### config.mk
export PLATFORM = sky130hd
export DESIGN_NAME = hall_sensor_emulator_flat
export DESIGN_NICKNAME = d
export VERILOG_FILES = /design/src/rtl/hall_sensor_emulator_pkg.sv /design/src/rtl/hall_sensor_emulator_if.sv /design/src/rtl/hall_sensor_emulator_step_seq.sv /design/src/rtl/hall_sensor_emulator.sv /design/src/flat_wrapper.sv
export SDC_FILE = /design/constraint.sdc
export NUM_CORES = 1
export LEC_CHECK = 0
export BUFFER_PORTS_ARGS = -buffer_cell sky130_fd_sc_hd__buf_2
export CORE_MARGIN = 4
export CORE_UTILIZATION = 52
export CTS_BUF_LIST = sky130_fd_sc_hd__clkbuf_4 sky130_fd_sc_hd__clkbuf_8
export DETAILED_ROUTE_END_ITERATION = 8
export HOLD_SLACK_MARGIN = 0.1
export PLACE_DENSITY_LB_ADDON = 0.08
export SYNTH_ARGS = -nofsm -noshare
export SYNTH_HDL_FRONTEND = slang
export SYNTH_SLANG_ARGS = --single-unit
### constraint.sdc
create_clock -name csi_MCLK_clk -period 4.7 [get_ports csi_MCLK_clk]
set_input_delay 0 -clock csi_MCLK_clk [delete_from_list [all_inputs] [get_ports csi_MCLK_clk]]
set_output_delay 0 -clock csi_MCLK_clk [all_outputs]
set_load 0.05 [all_outputs]
### src/rtl/hall_sensor_emulator_pkg.sv
// Shared constants for the Hall sensor emulator: register map, Hall codes and
// the gate patterns that are never treated as commutation errors.
package hall_sensor_emulator_pkg;

    localparam logic [3:0] ADDR_CTRL    = 4'd0;
    localparam logic [3:0] ADDR_STATUS  = 4'd1;
    localparam logic [3:0] ADDR_PER0    = 4'd2;
    localparam logic [3:0] ADDR_PER1    = 4'd3;
    localparam logic [3:0] ADDR_PER2    = 4'd4;
    localparam logic [3:0] ADDR_PER3    = 4'd5;
    localparam logic [3:0] ADDR_STEP_LO = 4'd6;
    localparam logic [3:0] ADDR_STEP_HI = 4'd7;
    localparam logic [3:0] ADDR_MM_CNT  = 4'd8;
    localparam logic [3:0] ADDR_FORCE   = 4'd9;
    localparam logic [3:0] ADDR_GATE    = 4'd10;

    // Hall codes are {Ha,Hb,Hc}
    localparam logic [2:0] H_100 = 3'b100;
    localparam logic [2:0] H_110 = 3'b110;
    localparam logic [2:0] H_010 = 3'b010;
    localparam logic [2:0] H_011 = 3'b011;
    localparam logic [2:0] H_001 = 3'b001;
    localparam logic [2:0] H_101 = 3'b101;

    // Gate patterns are {Lau,Lbu,Lcu,Lad,Lbd,Lcd}
    localparam logic [5:0] GATES_OFF   = 6'b000000;
    localparam logic [5:0] GATES_BRAKE = 6'b000111;

    typedef struct packed {
        logic dir;
        logic enable;
    } ctrl_t;

endpackage

### src/rtl/hall_sensor_emulator_if.sv
// 8-bit Avalon-MM control port of the Hall sensor emulator.
interface hall_sensor_emulator_if;
    logic [7:0] avs_ctrl_writedata;
    logic [7:0] avs_ctrl_readdata;
    logic [3:0] avs_ctrl_address;
    logic       avs_ctrl_write;
    logic       avs_ctrl_read;

    modport master (
        output avs_ctrl_writedata, avs_ctrl_address, avs_ctrl_write, avs_ctrl_read,
        input  avs_ctrl_readdata
    );
    modport slave (
        input  avs_ctrl_writedata, avs_ctrl_address, avs_ctrl_write, avs_ctrl_read,
        output avs_ctrl_readdata
    );
endinterface

### src/rtl/hall_sensor_emulator_step_seq.sv
// Combinational Hall sequencer: next Hall code for the given direction and the
// gate pattern the motor driver should present in the current Hall state.
module hall_step_seq
    import hall_sensor_emulator_pkg::*;
#(
    parameter logic [2:0] INIT_HALL = 3'b100
) (
    input  logic [2:0] hall_i,
    input  logic       dir_i,
    output logic [2:0] next_hall_o,
    output logic [5:0] exp_gates_o
);

    // Invalid codes 000/111 fall through to the defaults
    always_comb begin
        next_hall_o = INIT_HALL;
        exp_gates_o = GATES_OFF;
        case (hall_i)
            H_100: begin
                next_hall_o = dir_i ? H_110 : H_101;
                exp_gates_o = dir_i ? 6'b100001 : 6'b001100;
            end
            H_110: begin
                next_hall_o = dir_i ? H_010 : H_100;
                exp_gates_o = dir_i ? 6'b010001 : 6'b001010;
            end
            H_010: begin
                next_hall_o = dir_i ? H_011 : H_110;
                exp_gates_o = dir_i ? 6'b010100 : 6'b100010;
            end
            H_011: begin
                next_hall_o = dir_i ? H_001 : H_010;
                exp_gates_o = dir_i ? 6'b001100 : 6'b100001;
            end
            H_001: begin
                next_hall_o = dir_i ? H_101 : H_011;
                exp_gates_o = dir_i ? 6'b001010 : 6'b010001;
            end
            H_101: begin
                next_hall_o = dir_i ? H_100 : H_001;
                exp_gates_o = dir_i ? 6'b100010 : 6'b010100;
            end
            default: ;
        endcase
    end

endmodule

### src/rtl/hall_sensor_emulator.sv
// Hall sensor emulator: steps Ha/Hb/Hc at a programmable rate and checks the
// motor driver's gate outputs for shoot-through and commutation mismatches.
module hall_sensor_emulator
    import hall_sensor_emulator_pkg::*;
#(
    parameter int unsigned GUARD_CYCLES = 4,
    parameter logic [2:0]  INIT_HALL    = 3'b100
) (
    input  logic                   csi_MCLK_clk,
    input  logic                   rsi_MRST_reset_n,
    hall_sensor_emulator_if.slave  avs_ctrl,
    input  logic                   Lau,
    input  logic                   Lbu,
    input  logic                   Lcu,
    input  logic                   Lad,
    input  logic                   Lbd,
    input  logic                   Lcd,
    output logic                   Ha,
    output logic                   Hb,
    output logic                   Hc,
    output logic                   fault_irq
);

    localparam int unsigned GW = $clog2(GUARD_CYCLES + 1);
    localparam logic [GW-1:0] GUARD_LOAD = GW'(GUARD_CYCLES);
    localparam logic [GW-1:0] GUARD_ONE  = GW'(1);

    ctrl_t         ctrl_q, ctrl_d;
    logic [31:0]   shadow_q, shadow_d, period_q, period_d, cnt_q, cnt_d;
    logic [2:0]    hall_q, hall_d, force_q, force_d;
    logic [15:0]   step_cnt_q, step_cnt_d;
    logic [7:0]    mm_cnt_q, mm_cnt_d, rdata_q, rdata_d;
    logic          fault_q, fault_d, mism_q, mism_d;
    logic [GW-1:0] guard_q, guard_d;
    logic [5:0]    gate_s1_q, gate_s2_q;

    logic [2:0] next_hall;
    logic [5:0] exp_gates;
    logic       wr, rd, step, shoot, check, mm_evt, clr;
    logic [3:0] addr;
    logic [7:0] wdata;

    hall_step_seq #(.INIT_HALL(INIT_HALL)) u_seq (
        .hall_i      (hall_q),
        .dir_i       (ctrl_q.dir),
        .next_hall_o (next_hall),
        .exp_gates_o (exp_gates)
    );

    assign wr     = avs_ctrl.avs_ctrl_write;
    assign rd     = avs_ctrl.avs_ctrl_read & ~wr;
    assign addr   = avs_ctrl.avs_ctrl_address;
    assign wdata  = avs_ctrl.avs_ctrl_writedata;

    assign step   = ctrl_q.enable && (period_q != 32'd0) && (cnt_q == period_q - 32'd1);
    assign shoot  = |(gate_s2_q[5:3] & gate_s2_q[2:0]);
    // The guard reaching one means GUARD_CYCLES clocks have passed since the step
    assign check  = ctrl_q.enable && (guard_q == GUARD_ONE);
    assign mm_evt = check && (gate_s2_q != GATES_OFF) && (gate_s2_q != GATES_BRAKE)
                    && (gate_s2_q != exp_gates);
    assign clr    = wr && (addr == ADDR_CTRL) && wdata[2];

    always_comb begin
        ctrl_d     = ctrl_q;
        shadow_d   = shadow_q;
        period_d   = period_q;
        cnt_d      = cnt_q;
        hall_d     = hall_q;
        force_d    = force_q;
        step_cnt_d = step_cnt_q;
        guard_d    = guard_q;

        if (wr) begin
            case (addr)
                ADDR_CTRL:  begin
                    ctrl_d.enable = wdata[0];
                    ctrl_d.dir    = wdata[1];
                end
                ADDR_PER0:  shadow_d[7:0]   = wdata;
                ADDR_PER1:  shadow_d[15:8]  = wdata;
                ADDR_PER2:  shadow_d[23:16] = wdata;
                ADDR_PER3:  shadow_d[31:24] = wdata;
                ADDR_FORCE: if (!ctrl_q.enable) force_d = wdata[2:0];
                default: ;
            endcase
        end

        if (!ctrl_q.enable) begin
            period_d = shadow_q;
            cnt_d    = 32'd0;
            guard_d  = '0;
            if (wr && addr == ADDR_FORCE) hall_d = wdata[2:0];
        end else if (step) begin
            cnt_d      = 32'd0;
            hall_d     = next_hall;
            step_cnt_d = step_cnt_q + 16'd1;
            period_d   = shadow_q;
            guard_d    = GUARD_LOAD;
        end else begin
            if (period_q != 32'd0) cnt_d = cnt_q + 32'd1;
            if (guard_q != '0) guard_d = guard_q - GUARD_ONE;
        end
    end

    // Set events are applied after the clear so they win on a collision
    always_comb begin
        fault_d  = fault_q;
        mism_d   = mism_q;
        mm_cnt_d = mm_cnt_q;
        if (clr) begin
            fault_d  = 1'b0;
            mism_d   = 1'b0;
            mm_cnt_d = 8'd0;
        end
        if (shoot) fault_d = 1'b1;
        if (mm_evt) begin
            mism_d = 1'b1;
            if (mm_cnt_d != 8'hFF) mm_cnt_d = mm_cnt_d + 8'd1;
        end
    end

    always_comb begin
        rdata_d = rdata_q;
        if (rd) begin
            case (addr)
                ADDR_CTRL:    rdata_d = {6'd0, ctrl_q.dir, ctrl_q.enable};
                ADDR_STATUS:  rdata_d = {2'd0, hall_q, mism_q, fault_q, ctrl_q.enable};
                ADDR_PER0:    rdata_d = shadow_q[7:0];
                ADDR_PER1:    rdata_d = shadow_q[15:8];
                ADDR_PER2:    rdata_d = shadow_q[23:16];
                ADDR_PER3:    rdata_d = shadow_q[31:24];
                ADDR_STEP_LO: rdata_d = step_cnt_q[7:0];
                ADDR_STEP_HI: rdata_d = step_cnt_q[15:8];
                ADDR_MM_CNT:  rdata_d = mm_cnt_q;
                ADDR_FORCE:   rdata_d = {5'd0, force_q};
                ADDR_GATE:    rdata_d = {2'd0, gate_s2_q};
                default:      rdata_d = 8'd0;
            endcase
        end
    end

    always_ff @(posedge csi_MCLK_clk) begin
        if (!rsi_MRST_reset_n) begin
            ctrl_q     <= '0;
            shadow_q   <= '0;
            period_q   <= '0;
            cnt_q      <= '0;
            hall_q     <= INIT_HALL;
            force_q    <= '0;
            step_cnt_q <= '0;
            mm_cnt_q   <= '0;
            rdata_q    <= '0;
            fault_q    <= 1'b0;
            mism_q     <= 1'b0;
            guard_q    <= '0;
            gate_s1_q  <= '0;
            gate_s2_q  <= '0;
        end else begin
            ctrl_q     <= ctrl_d;
            shadow_q   <= shadow_d;
            period_q   <= period_d;
            cnt_q      <= cnt_d;
            hall_q     <= hall_d;
            force_q    <= force_d;
            step_cnt_q <= step_cnt_d;
            mm_cnt_q   <= mm_cnt_d;
            rdata_q    <= rdata_d;
            fault_q    <= fault_d;
            mism_q     <= mism_d;
            guard_q    <= guard_d;
            gate_s1_q  <= {Lau, Lbu, Lcu, Lad, Lbd, Lcd};
            gate_s2_q  <= gate_s1_q;
        end
    end

    assign {Ha, Hb, Hc} = hall_q;
    assign fault_irq    = fault_q | mism_q;
    assign avs_ctrl.avs_ctrl_readdata = rdata_q;

endmodule
### src/flat_wrapper.sv
// flat-port wrapper written by rule: the top's interface ports become plain ports
module hall_sensor_emulator_flat import hall_sensor_emulator_pkg::*;
#(
    parameter int unsigned GUARD_CYCLES = 4,
    parameter logic [2:0]  INIT_HALL    = 3'b100
)
  (csi_MCLK_clk, rsi_MRST_reset_n, Lau, Lbu, Lcu, Lad, Lbd, Lcd, Ha, Hb, Hc, fault_irq, avs_ctrl_avs_ctrl_writedata, avs_ctrl_avs_ctrl_address, avs_ctrl_avs_ctrl_write, avs_ctrl_avs_ctrl_read, avs_ctrl_avs_ctrl_readdata);
  hall_sensor_emulator_if avs_ctrl_i ();
  input  logic csi_MCLK_clk;
  input  logic rsi_MRST_reset_n;
  input  logic Lau;
  input  logic Lbu;
  input  logic Lcu;
  input  logic Lad;
  input  logic Lbd;
  input  logic Lcd;
  output logic Ha;
  output logic Hb;
  output logic Hc;
  output logic fault_irq;
  input wire logic [$bits(avs_ctrl_i.avs_ctrl_writedata)-1:0] avs_ctrl_avs_ctrl_writedata;
  input wire logic [$bits(avs_ctrl_i.avs_ctrl_address)-1:0] avs_ctrl_avs_ctrl_address;
  input wire logic [$bits(avs_ctrl_i.avs_ctrl_write)-1:0] avs_ctrl_avs_ctrl_write;
  input wire logic [$bits(avs_ctrl_i.avs_ctrl_read)-1:0] avs_ctrl_avs_ctrl_read;
  output wire logic [$bits(avs_ctrl_i.avs_ctrl_readdata)-1:0] avs_ctrl_avs_ctrl_readdata;
  assign avs_ctrl_i.avs_ctrl_writedata = avs_ctrl_avs_ctrl_writedata;
  assign avs_ctrl_i.avs_ctrl_address = avs_ctrl_avs_ctrl_address;
  assign avs_ctrl_i.avs_ctrl_write = avs_ctrl_avs_ctrl_write;
  assign avs_ctrl_i.avs_ctrl_read = avs_ctrl_avs_ctrl_read;
  assign avs_ctrl_avs_ctrl_readdata = avs_ctrl_i.avs_ctrl_readdata;
  hall_sensor_emulator #(.GUARD_CYCLES(GUARD_CYCLES), .INIT_HALL(INIT_HALL)) u_core (.csi_MCLK_clk(csi_MCLK_clk), .rsi_MRST_reset_n(rsi_MRST_reset_n), .avs_ctrl(avs_ctrl_i), .Lau(Lau), .Lbu(Lbu), .Lcu(Lcu), .Lad(Lad), .Lbd(Lbd), .Lcd(Lcd), .Ha(Ha), .Hb(Hb), .Hc(Hc), .fault_irq(fault_irq));
endmodule
==> metrics.yaml, run 1 <==
outcome: "finished clean"
grt_util_all_layers_pct: 23.5
max-slew-margin-rel_pct: 34.2
max_slew.worst_pin.slew_ps: 983
yosys.cell_types.count: 77
fmaxAchievable_ghz: 0.249
power.ir.vdd_worst_mv: 0.195
crit_arrival_ps: 4350
finalSetupTns_ps: 0
final_layout_size_suffix_gt1_share_pct: 9.71
grt_max_degree: 85
cts_inserted_buffers: 17
floorplan.die.width_um: 137
die_h_um: 137
synth.top_cells.by_area: "dfxtp_1, mux2i_1, nand2_1, xnor2_1, nor2_1"
cts.sink_count: 153
cts.repair.resized: 0
crit_path_start_kind: "register"
path_clk_slew_ps: 90
seq_area_um2: 3060
synth_flop_cell: "dfxtp_1"
ant_nets: 0
static-leakage-power_nw: 3.69
path_max_fanout: 34
critPathCaptureType: "register"
yosysTopAreaCell: "dfxtp_1"
floorplan.rows: 46
hold_path_class: "in -> reg"
h-tree-depth: 4
power.density_cell_area_nw_per_um2: 269
cts.repair_timing.setup_buffer_count: 0
fp.coreArea_um2: 16100
globalRoute.totalOverflow: 0
timing.final.crit_period_ps: 4010
synthTopCellsByCount: "dfxtp_1, nand2_1, nor2_1"
gpl.final_weighted_congestion: 0.909
yosys_warnings: 0
multi_input_comb_area_um2: 5180
holdPathStages: 5
half_perimeter_wire_length_after_detailed_placement_um: 15100
tritoncts: "built"
design.final.nets: 1068
drt_pass1_iterations: 5
starting_drc_count_in_detailed_routing: 475
io_pins: 34
grt_antenna_before_repair: 0
route.detailed.wl_per_inst_um: 16.6
fin_worst_skew_ps: 14.6
area.growth.synth_to_final_pct: 9.58
totalPowerFinal_w: 0.00254
postSynthAreaPerCell_um2: 8.45
rsz0062_at_grt: "false"
synthesis.nets: 1052
synth.yosys.seq_area_share_pct: 35.5
avgViaCountPerCell: 5.64
netlist.area_leader.share_pct: 35.5
grt_pass1_wl_um: 35000
setup.worst_path.class: "reg -> reg"
floorplan.initialDensity_pct: 53.8
yosysMostFrequentCell: "dfxtp_1"
drt_wl_total_um: 21100
report.final.setup_viol: 0
postLayoutSetupSlackWorst_ps: 686
maxCapViolCount: 0
worstSkewPairLatency_ps: 460
fp.dieArea_um2: 18700
final.period_utilization_pct: 85.4
synthesis.area_um2: 8630
port_buffers: 33
n_antenna_cell: 0
hold_buffers: 22
post_synth_inst_count: 1022
synthArstFlopShare_pct: 0
cts-root-to-sink-buffers: 2
cts_root_buffer: "clkbuf_8"
synth_edf_count: 0
synth.ff_latch_count: 153
drcViolationCount: 0
fillers: 1486
final-max-slew-violation-count: 0
worstPathRequired_ps: 5040
placement.setup.worst_slack_ps: 638
hold_viol_final: 0
grt_pass1_vias: 6685
via_count: 7151
r2r.worst_path.cells: 12
[routing by layer]
metal / vias up / global-route usage [%] / routed length (µm)
met5: - / 0 / 0
met4: 0 / 8.92 / 637
met3: 45 / 4.56 / 685
met2: 143 / 38.1 / 9770
met1: 3321 / 31.2 / 10000
li1: 3642 / - / -
[layout make-up]
cell class / instances / share of cell area [%]
inverters: 24 / 0.952
clock inverters: 13 / 1.51
repair buffers: 63 / 4.87
well taps: 216 / 2.86
clock buffers: 19 / 2.70
flip-flops and latches: 153 / 32.4
multi-input cells: 779 / 54.7
[cells by family after synthesis]
logic type	after synthesis	synth area share, %
AOI/OAI and AO/OA	150	12.9
buffers and inverters	90	4.54
muxes	91	10.8
and+or+nand+nor	454	27.4
xor gates and xnor gates	76	7.71
DFF	153	35.5
adders and majority gates	8	1.16
[through the flow]
step	utilization (%)	hold slack (ps)	cell area [µm²]	instances
after floorplan	-	127	8630	1022
after global placement	55.1	206	8840	1213
after detailed placement	55.1	210	8840	1213
after CTS	58.9	135	9460	1267
after global routing	58.9	178	9460	1267
final	58.9	178	9460	1267
[where the power goes]
part	internal [W]	leakage [nW]	switching (W)	total (W)
combinational	0.0000819	2.25	0.000123	0.000205
sequential	0.00131	1.24	0.0000161	0.00132
clock	0.000495	0.200	0.000519	0.00101
[worst max-delay path, cell delays in order, from the launching register on]
cell	delay, ps
dfxtp_1	370
inv_1	80
ha_1	280
or4b_4	570
o31ai_1	330
o2111ai_1	210
a2111o_1	440
nor4_1	560
nand4_4	160
buf_4	290
nand3_1	130
buf_4	350
nor2_1	90
[cell usage in the layout (no fill, tap or decap), drive strengths merged, types with 24 or more instances in the layout]
cell	instances
dfxtp	153
nand2	126
nor2	96
mux2i	83
xnor2	49
nand3	42
buf	41
nor2b	40
xor2	27
o21ai	26
inv	26
nor3	24
[worst paths after layout]
path | from | to | slack, ps
max | u_core.period_q[0] | u_core.cnt_q[28] | 690
min | avs_ctrl_avs_ctrl_write | u_core.ctrl_q[1] | 180
min reg2reg | u_core.gate_s1_q[2] | u_core.gate_s2_q[2] | 440
max reg2reg | u_core.period_q[0] | u_core.cnt_q[28] | 690
[registers in the layout, summed over array words and instances (netlist names)]
name                               flops
u_core.mism_q                          1
u_core.shadow_q                       32
u_core.cnt_q                          32
u_core.ctrl_q                          2
u_core.mm_cnt_q                        8
u_core.guard_q                         3
u_core.period_q                       32
u_core.force_q                         3
u_core.gate_s2_q                       6
u_core.fault_q                         1
u_core.gate_s1_q                       6
u_core.hall_q                          3
u_core.step_cnt_q                     16
u_core.avs_ctrl.avs_ctrl_readdata      8
No activity file was read; power rests on OpenSTA's default activity.
==> inputs of run 2 (changes only) <==
Settings changed: HOLD_SLACK_MARGIN 0.1 to not set, PLACE_DENSITY set to 0.69, PLACE_DENSITY_LB_ADDON 0.08 to not set.
==> metrics.yaml, run 2 (synthesis gave the netlist of run 1 again) <==
report.final.setup_viol: 0
multi_input_comb_area_um2: 5180
drcViolationCount: 0
fp.coreArea_um2: 16100
worstPathRequired_ps: 5040
power.density_cell_area_nw_per_um2: 281
gpl.final_weighted_congestion: 0.923
hold_path_class: "in -> reg"
floorplan.initialDensity_pct: 53.8
path_max_fanout: 34
final_common_cell: "dfxtp_1"
half_perimeter_wire_length_after_detailed_placement_um: 14900
crit_path_start_kind: "register"
path_clk_slew_ps: 90
grt_pass1_wl_um: 34400
avgViaCountPerCell: 5.69
fmaxAchievable_ghz: 0.255
cts-root-to-sink-buffers: 2
placedCellCount: 1214
final_layout_size_suffix_gt1_share_pct: 9.87
cts_root_buffer: "clkbuf_8"
floorplan.die.width_um: 137
power.ir.vdd_worst_mv: 0.197
h-tree-depth: 4
hold_viol_final: 0
cts.sink_count: 153
max-slew-margin-rel_pct: 36.8
area.growth.synth_to_final_pct: 9.33
finalSetupTns_ps: 0
seq_area_um2: 3060
static-leakage-power_nw: 3.68
globalRoute.totalOverflow: 0
fp.dieArea_um2: 18700
n_antenna_cell: 0
die_h_um: 137
grt_antenna_before_repair: 0
fillers: 1450
floorplan.rows: 46
fin_worst_skew_ps: 15.6
crit_arrival_ps: 4250
via_count: 7175
tritoncts: "built"
grt_max_degree: 90
most_frequent_cells_in_the_layout: "dfxtp_1, nand2_1, nor2_1, mux2i_1, xnor2_1"
rsz0062_at_grt: "false"
drt_pass1_iterations: 6
ant_nets: 0
route.detailed.wl_per_inst_um: 16.5
drt_wl_total_um: 20800
maxCapViolCount: 0
final.period_utilization_pct: 83.4
grt_pass1_vias: 6600
max_slew.worst_pin.slew_ps: 945
io_pins: 34
cts.repair.resized: 0
layout_top_registers: "u_core.cnt_q (32), u_core.period_q (32), u_core.shadow_q (32)"
final-max-slew-violation-count: 0
starting_drc_count_in_detailed_routing: 522
timing.final.crit_period_ps: 3920
setup.worst_path.class: "reg -> reg"
cts_inserted_buffers: 17
port_buffers: 33
design.final.nets: 1061
worstSkewPairLatency_ps: 470
final-instance-count-excl-fill: 1260
grt_util_all_layers_pct: 22.9
critPathCaptureType: "register"
outcome: "finished clean"
[run 2: changes by cell type in the layout (fill, tap and decap cells not counted)]
| cell | change |
|---|---|
| clkbuf_4 | -1 |
| bufinv_16 | +2 |
| inv_8 | +1 |
| dlygate4sd3_1 | -8 |
| clkinv_2 | -2 |
| clkinv_4 | +2 |
| clkbuf_8 | -1 |
| clkinvlp_4 | -2 |
| inv_6 | +1 |
| buf_4 | +1 |
[run 2: worst paths after layout]
| kind | cells after the start | start | endpoint | slack (ps) |
|---|---|---|---|---|
| min reg2reg | 1 | u_core.gate_s1_q[0] | u_core.gate_s2_q[0] | 440 |
| min | 4 | avs_ctrl_avs_ctrl_read | u_core.avs_ctrl.avs_ctrl_readdata[2] | 20 |
| max | 12 | u_core.period_q[0] | u_core.cnt_q[13] | 780 |
| max reg2reg | 12 | u_core.period_q[0] | u_core.cnt_q[13] | 780 |
[run 2: layout make-up]
class / count / area share (%)
flip-flops and latches: 153 / 32.4
repair buffers: 56 / 4.11
clock inverters: 15 / 2.28
well taps: 216 / 2.86
inverters: 24 / 0.954
clock buffers: 17 / 2.48
multi-input cells: 779 / 54.9
[run 2: layer usage]
| metal | vias up | global-route usage, % | part of all wire, % |
|---|---|---|---|
| li1 | 3629 | - | - |
| met1 | 3370 | 31.0 | 47 |
| met2 | 145 | 37.2 | 47 |
| met3 | 31 | 4.26 | 3.6 |
| met4 | 0 | 6.71 | 2.0 |
| met5 | - | 0 | 0 |
[run 2: repair_timing]
| item | in CTS | in global routing |
|---|---|---|
| setup buffers | 0 | 0 |
| hold buffers | 14 | 0 |
| endpoints found under the setup margin | 0 | 0 |
| hold endpoints to repair | 46 | 0 |
[run 2: worst max-delay path, stage by stage, from the launching register on]
cell and delay (ps):
dfxtp_1 370, inv_1 80, ha_1 280, or4b_4 570, o31ai_1 320, o2111ai_1 230
a2111o_1 420, nor4_1 480, nand4_4 150, buf_4 270, nand3_1 140, buf_4 360
nor2_1 100
[run 2: power breakdown]
group	switching (W)	leakage, nW	total [W]	internal [W]
registers	0.0000155	1.24	0.00132	0.00131
logic	0.000124	2.21	0.000202	0.0000783
clock network	0.000534	0.227	0.00112	0.000591
total	0.000673	3.68	0.00265	0.00198
[run 2: metrics by stage]
stage | power, W | util [%] | area, µm² | hold WS, ps | setup slack (ps)
floorplan | 0.00149 | - | 8630 | 127 | 1370
global placement | 0.00154 | 55.1 | 8850 | 208 | 805
detailed placement | 0.00154 | 55.1 | 8850 | 210 | 756
CTS | 0.00267 | 58.8 | 9440 | 0.893 | 741
global route | 0.00274 | 58.8 | 9440 | 48.2 | 537
finish | 0.00265 | 58.8 | 9440 | 17.8 | 782
